**config.mk**
```make
export PLATFORM = sky130hd
export DESIGN_NAME = ssd_scan_driver
export DESIGN_NICKNAME = d
export VERILOG_FILES = /design/src/rtl/ssd_scan_driver.sv
export SDC_FILE = /design/constraint.sdc
export NUM_CORES = 1
export LEC_CHECK = 0
export CAP_MARGIN = 20
export CORE_ASPECT_RATIO = 1.1
export CORE_MARGIN = 3
export CORE_UTILIZATION = 49
export CTS_BUF_LIST = sky130_fd_sc_hd__clkbuf_8 sky130_fd_sc_hd__clkbuf_16
export DETAILED_ROUTE_END_ITERATION = 6
export GPL_ROUTABILITY_DRIVEN = 0
export PLACE_DENSITY = 0.72
export SKIP_CTS_REPAIR_TIMING = 1
export SYNTH_ARGS = -nofsm -noshare
export SYNTH_HDL_FRONTEND = slang
export SYNTH_SLANG_ARGS = --single-unit
```
**constraint.sdc**
```tcl
create_clock -name clock -period 3.4 [get_ports clock]
set_input_delay 0.51 -clock clock [delete_from_list [all_inputs] [get_ports clock]]
set_output_delay 0.51 -clock clock [all_outputs]
set_load 0.05 [all_outputs]
```
**src/rtl/ssd_scan_driver.sv**
```systemverilog
// Four-digit time-multiplexed seven-segment driver for the CPU debug tap.
// Ports: clock, reset_n (async low); data_in/half_sel/data_valid/data_ready
// handshake into a pending buffer; blank_lz live blanking control;
// ssd_out = {anode[3:0], seg[6:0]} (seg = gfedcba); frame_done pulse.
module ssd_scan_driver #(
    parameter int DIV_WIDTH      = 16,
    parameter int DIV_MAX        = 49999,
    parameter bit SEG_ACTIVE_LOW = 1'b1
) (
    input  logic        clock,
    input  logic        reset_n,
    input  logic [31:0] data_in,
    input  logic        data_valid,
    output logic        data_ready,
    input  logic        half_sel,
    input  logic        blank_lz,
    output logic [10:0] ssd_out,
    output logic        frame_done
);

    localparam logic [DIV_WIDTH-1:0] DIV_TOP = DIV_WIDTH'(DIV_MAX);
    localparam logic [6:0] SEG_OFF = SEG_ACTIVE_LOW ? 7'h7F : 7'h00;

    logic [DIV_WIDTH-1:0] div_cnt_q, div_cnt_d;
    logic [1:0]           dig_q, dig_d;
    logic [31:0]          active_q, active_d;
    logic                 active_half_q, active_half_d;
    logic [31:0]          pend_q, pend_d;
    logic                 pend_half_q, pend_half_d;
    logic                 pend_full_q, pend_full_d;
    logic                 ready_q, ready_d;
    logic                 frame_done_q, frame_done_d;
    logic [10:0]          ssd_q, ssd_d;

    logic        tick;
    logic        boundary;
    logic        capture;
    logic [15:0] disp16;
    logic [15:0] upper16;
    logic        blank;
    logic [6:0]  seg_on;
    logic [6:0]  seg_drv;
    logic [3:0]  anode;

    function automatic logic [6:0] hex7(input logic [3:0] n);
        logic [6:0] s;
        case (n)
            4'h0: s = 7'h3F;
            4'h1: s = 7'h06;
            4'h2: s = 7'h5B;
            4'h3: s = 7'h4F;
            4'h4: s = 7'h66;
            4'h5: s = 7'h6D;
            4'h6: s = 7'h7D;
            4'h7: s = 7'h07;
            4'h8: s = 7'h7F;
            4'h9: s = 7'h6F;
            4'hA: s = 7'h77;
            4'hB: s = 7'h7C;
            4'hC: s = 7'h39;
            4'hD: s = 7'h5E;
            4'hE: s = 7'h79;
            default: s = 7'h71;
        endcase
        return s;
    endfunction

    always_comb begin
        tick     = (div_cnt_q == DIV_TOP);
        boundary = tick && (dig_q == 2'd3);
        capture  = data_valid && ready_q;

        div_cnt_d = tick ? '0 : div_cnt_q + 1'b1;
        dig_d     = tick ? dig_q + 2'd1 : dig_q;

        active_d      = active_q;
        active_half_d = active_half_q;
        pend_d        = pend_q;
        pend_half_d   = pend_half_q;
        pend_full_d   = pend_full_q;

        // Promotion only ever sees a word captured on an earlier edge.
        if (boundary && pend_full_q) begin
            active_d      = pend_q;
            active_half_d = pend_half_q;
            pend_full_d   = 1'b0;
        end
        if (capture) begin
            pend_d      = data_in;
            pend_half_d = half_sel;
            pend_full_d = 1'b1;
        end

        ready_d      = !pend_full_d;
        frame_done_d = boundary;

        disp16  = active_half_q ? active_q[31:16] : active_q[15:0];
        upper16 = disp16 >> {dig_q, 2'b00};
        // Digit 0 always lit so a zero value still shows "0".
        blank   = blank_lz && (dig_q != 2'd0) && (upper16 == 16'h0);
        seg_on  = blank ? 7'h00 : hex7(upper16[3:0]);
        seg_drv = SEG_ACTIVE_LOW ? ~seg_on : seg_on;
        anode   = ~(4'b0001 << dig_q);
        ssd_d   = {anode, seg_drv};
    end

    always_ff @(posedge clock or negedge reset_n) begin
        if (!reset_n) begin
            div_cnt_q     <= '0;
            dig_q         <= 2'd0;
            active_q      <= 32'h0;
            active_half_q <= 1'b0;
            pend_q        <= 32'h0;
            pend_half_q   <= 1'b0;
            pend_full_q   <= 1'b0;
            ready_q       <= 1'b1;
            frame_done_q  <= 1'b0;
            ssd_q         <= {4'hF, SEG_OFF};
        end else begin
            div_cnt_q     <= div_cnt_d;
            dig_q         <= dig_d;
            active_q      <= active_d;
            active_half_q <= active_half_d;
            pend_q        <= pend_d;
            pend_half_q   <= pend_half_d;
            pend_full_q   <= pend_full_d;
            ready_q       <= ready_d;
            frame_done_q  <= frame_done_d;
            ssd_q         <= ssd_d;
        end
    end

    assign data_ready = ready_q;
    assign frame_done = frame_done_q;
    assign ssd_out    = ssd_q;

endmodule

```
==> impl_metrics.csv <==
group,metric,value,unit
outcome,status,"finished clean",
placement,placed_cell_area,5130,um2
power,cellPowerDensity,381,nW/um2
yosys,synth_flop_cell,"sky130_fd_sc_hd__dfrtp_1",
worst_setup_path,r2r_start,"active_half_q",
sta,period_share,86.3,%
drt,detail_route.drc_violations,0,
worst_setup_path,crit_start,"active_half_q",
die,fp.coreArea,8920,um2
finish,nets,428,
global_route,grt_pass1_vias,2617,
yosys,synth_area_per_cell,13.8,um2
die,rows,36,
cts,cts_sinks,98,
placement,final_hpwl_from_detailed_placement,5410,um
sta,fin_crit,2.93,ns
yosys,post_synth_instance_area,4510,um2
sta,final-setup-viol-count,0,
drt,total_wirelength_of_the_detailed_routed_design,7680,um
cts,cts_buffer_depth,2,
sta,clock_skew,0.0142,ns
power,comb_power_share,3.2,%
cts,cts_tree,"built",
yosys,ys_async_sr_fraction,100,%
finish,layout-drive-gt1-share,29.1,%
sta,max_clock_freq,341,MHz
worst_setup_path,critical_path.endpoint_type,"register",
die,floorplan.die.height,107,um
power,design_power_total,2.03,mW
hold_path,timing.hold.worst.class,"in -> async",
worst_setup_path,critPathMaxStageDelay,0.70,ns
power,share_seq_of_total_power,57.3,%
power,max-vdd-ir-drop,0.210,mV
cts,htreeDepth,3,
global_route,track_usage,15.4,%
power,power.share.clock,39.5,%
finish,area_delta_synth_final,18.5,%
drt,avgRoutedWirePerCell,15.4,um
sta,rsz0062_at_grt,"false",
sta,setup_total_negative_slack,0,ns
power,p_switching,0.417,mW
finish,leading_cell_type_in_the_layout_fill_and_taps_excluded,"sky130_fd_sc_hd__dfrtp_1",
worst_setup_path,worstPathArrival,3.18,ns
placement,placement.io_buffers,49,
sta,max-slew-margin-rel,56.5,%
global_route,grt_remaining_overflow,0,
worst_setup_path,cp-start-kind,"register",
sta,whs,0.178,ns
yosys,postSynthCellCount,326,
sta,final_hold_viol_count,0,
job,timing.max_cap.violations,0,
yosys,yosys.cell_types.count,42,
yosys,synth_enable_flop_cells,0,
sta,worst_slew_pin_slew,0.652,ns
power,leak,2.62,nW
worst_setup_path,cpLargestDelayFamily,"multiplexers",
die,floorplan.die_area,10400,um2
die,die_width,97.5,um
placement,post-place-ws,0.462,ns
finish,antenna_cells_inserted,0,
cts,numCtsBuffers,9,
worst_setup_path,cp.required,3.65,ns
global_route,grt_start_max_net_pins,99,
global_route,grt_antenna_before_repair,0,
cts,ctsRootBufferMaster,"sky130_fd_sc_hd__clkbuf_8",
worst_setup_path,path_cells,"mux4_2, mux2i_1, ha_1, and3b_1, o211ai_1, o31ai_1, nand3_1, o311ai_0",
yosys,yosys_warnings,0,
power,p_sw_share,20.5,%
sta,maxSlewViolCount,0,
worst_setup_path,path_class,"reg -> reg",
finish,postLayoutCellArea,5340,um2
drt,dr_total_vias,2639,
drt,dr.first_iter.drc_count,144,
cts,worst_path_clk_slew,0.10,ns
worst_setup_path,cp_num_buf_inv,0,
die,initial_core_util,50.6,%
yosys,postSynthRegisterBits,98,
power,p_int,1.62,mW
yosys,synth_seq_area_share,54.7,%
sta,fin_ws,0.466,ns
cts,clock_insertion_delay_worst_skew,0.36,ns
finish,layout_filler_cell_count,714,
finish,layout_common_cells,"86 x sky130_fd_sc_hd__dfrtp_1, 48 x sky130_fd_sc_hd__clkdlybuf4s50_1, 37 x sky130_fd_sc_hd__mux2_2, 30 x sky130_fd_sc_hd__mux2_4, 17 x sky130_fd_sc_hd__nand2_1",
global_route,grt_first_pass_wirelength,12900,um
drt,detailedRoute.firstPassIterationCount,4,
yosys,syn-num-nets,374,
worst_setup_path,critical_path_slowest_stage_cell,"sky130_fd_sc_hd__dfrtp_1",
worst_setup_path,cp_max_fo,14,
drt,via_per_inst,5.29,
drt,postRouteAntennaNets,0,
die,top_level_ports,50,
[kinds of logic (layout without fill, tap and decap cells)]
logic type / after synthesis / count (layout) / share of synthesized area (%)
muxes: 81 / 81 / 24.6
buffers and inverters: 26 / 85 / 2.75
and+or+nand+nor: 73 / 73 / 9.05
adders and majority gates: 11 / 11 / 3.05
xor gates and xnor gates: 13 / 13 / 2.52
DFF: 98 / 98 / 54.7
AOI/OAI and AO/OA: 24 / 24 / 3.36
[area by class of cell]
class / instances / area (um2) / share of cell area (%)
Multi-Input combinational cell: 202 / 1920 / 35.9
Sequential cell: 98 / 2470 / 46.2
Clock buffer: 9 / 124 / 2.32
Tap cell: 114 / 143 / 2.67
Clock inverter: 7 / 92.6 / 1.73
Timing Repair Buffer: 55 / 546 / 10.2
Inverter: 14 / 52.6 / 0.984
[through the flow]
stage          util [%]  cells
2_1_floorplan         -    326
3_3_place_gp       57.5    483
3_5_place_dp       57.5    483
4_1_cts            59.9    499
5_1_grt            59.9    499
6_report           59.9    499
[cells in the mapped netlist, drive strengths merged (2+ instances only)]
| cell | number | area [um2] |
|---|---|---|
| mux2i | 6 | 60.1 |
| ha | 11 | 138 |
| dfstp | 12 | 315 |
| or3 | 3 | 18.8 |
| and2 | 2 | 12.5 |
| xnor2 | 4 | 35.0 |
| o211ai | 4 | 30.0 |
| xor2 | 9 | 78.8 |
| a21oi | 5 | 25.0 |
| nand3 | 13 | 77.6 |
| nand2 | 17 | 63.8 |
| clkbuf | 6 | 22.5 |
| nand4 | 3 | 18.8 |
| nor4b | 2 | 17.5 |
| a211oi | 2 | 15.0 |
| mux4 | 8 | 180 |
| nor4 | 5 | 46.3 |
| mux2 | 67 | 867 |
| inv | 14 | 52.6 |
| o311ai | 2 | 17.5 |
| nor2 | 14 | 52.6 |
| nor2b | 2 | 12.5 |
| or4bb | 2 | 22.5 |
| dfrtp | 86 | 2150 |
| nor3 | 5 | 25.0 |
| buf | 6 | 48.8 |
| o21ai | 7 | 35.0 |
[power groups by stage]
stage	sequential (mW)	combinational [mW]	clock, mW
3_3_place_gp	1.19	0.0665	0
6_report	1.17	0.0647	0.803
3_5_place_dp	1.19	0.0675	0
4_1_cts	1.17	0.0678	0.827
2_1_floorplan	1.19	0.000427	0
5_1_grt	1.17	0.0722	0.873
[path summary, 6_finish.rpt]
check | endpoint | slack (ns) | depth (start not counted)
worst max-delay path | ssd_out[2] | 0.47 | 8
worst min-delay path | div_cnt_q[6] | 0.18 | 2
worst max register to register | ssd_out[2] | 0.47 | 8
worst min register to register | div_cnt_q[0] | 0.49 | 1
max in group asynchronous | ssd_out[1] | 2.81 | 2
min in group clock | div_cnt_q[0] | 0.49 | 1
[routing by layer]
| metal | track usage, % | wire length, um | vias to the layer above |
|---|---|---|---|
| li1 | - | - | 1277 |
| met1 | 20.8 | 3490 | 1273 |
| met2 | 24.3 | 3670 | 69 |
| met3 | 2.99 | 322 | 20 |
| met4 | 7.02 | 198 | 0 |
| met5 | 0 | 0 | - |
[worst register-to-register path, stage by stage (launching register included)]
cell and delay [ns]:
sky130_fd_sc_hd__dfrtp_1 0.70, sky130_fd_sc_hd__mux4_2 0.58, sky130_fd_sc_hd__mux2i_1 0.39, sky130_fd_sc_hd__ha_1 0.26, sky130_fd_sc_hd__and3b_1 0.19, sky130_fd_sc_hd__o211ai_1 0.09, sky130_fd_sc_hd__o31ai_1 0.21, sky130_fd_sc_hd__nand3_1 0.24
sky130_fd_sc_hd__o311ai_0 0.18
[flip-flops by register name, indices dropped and copies added (netlist names)]
register and cells:
active_q 32, pend_q 32, div_cnt_q 16, ssd_out 11, dig_q 2, active_half_q 1, data_ready 1, frame_done 1
pend_full_q 1, pend_half_q 1
(Power assumes the default switching activity.)
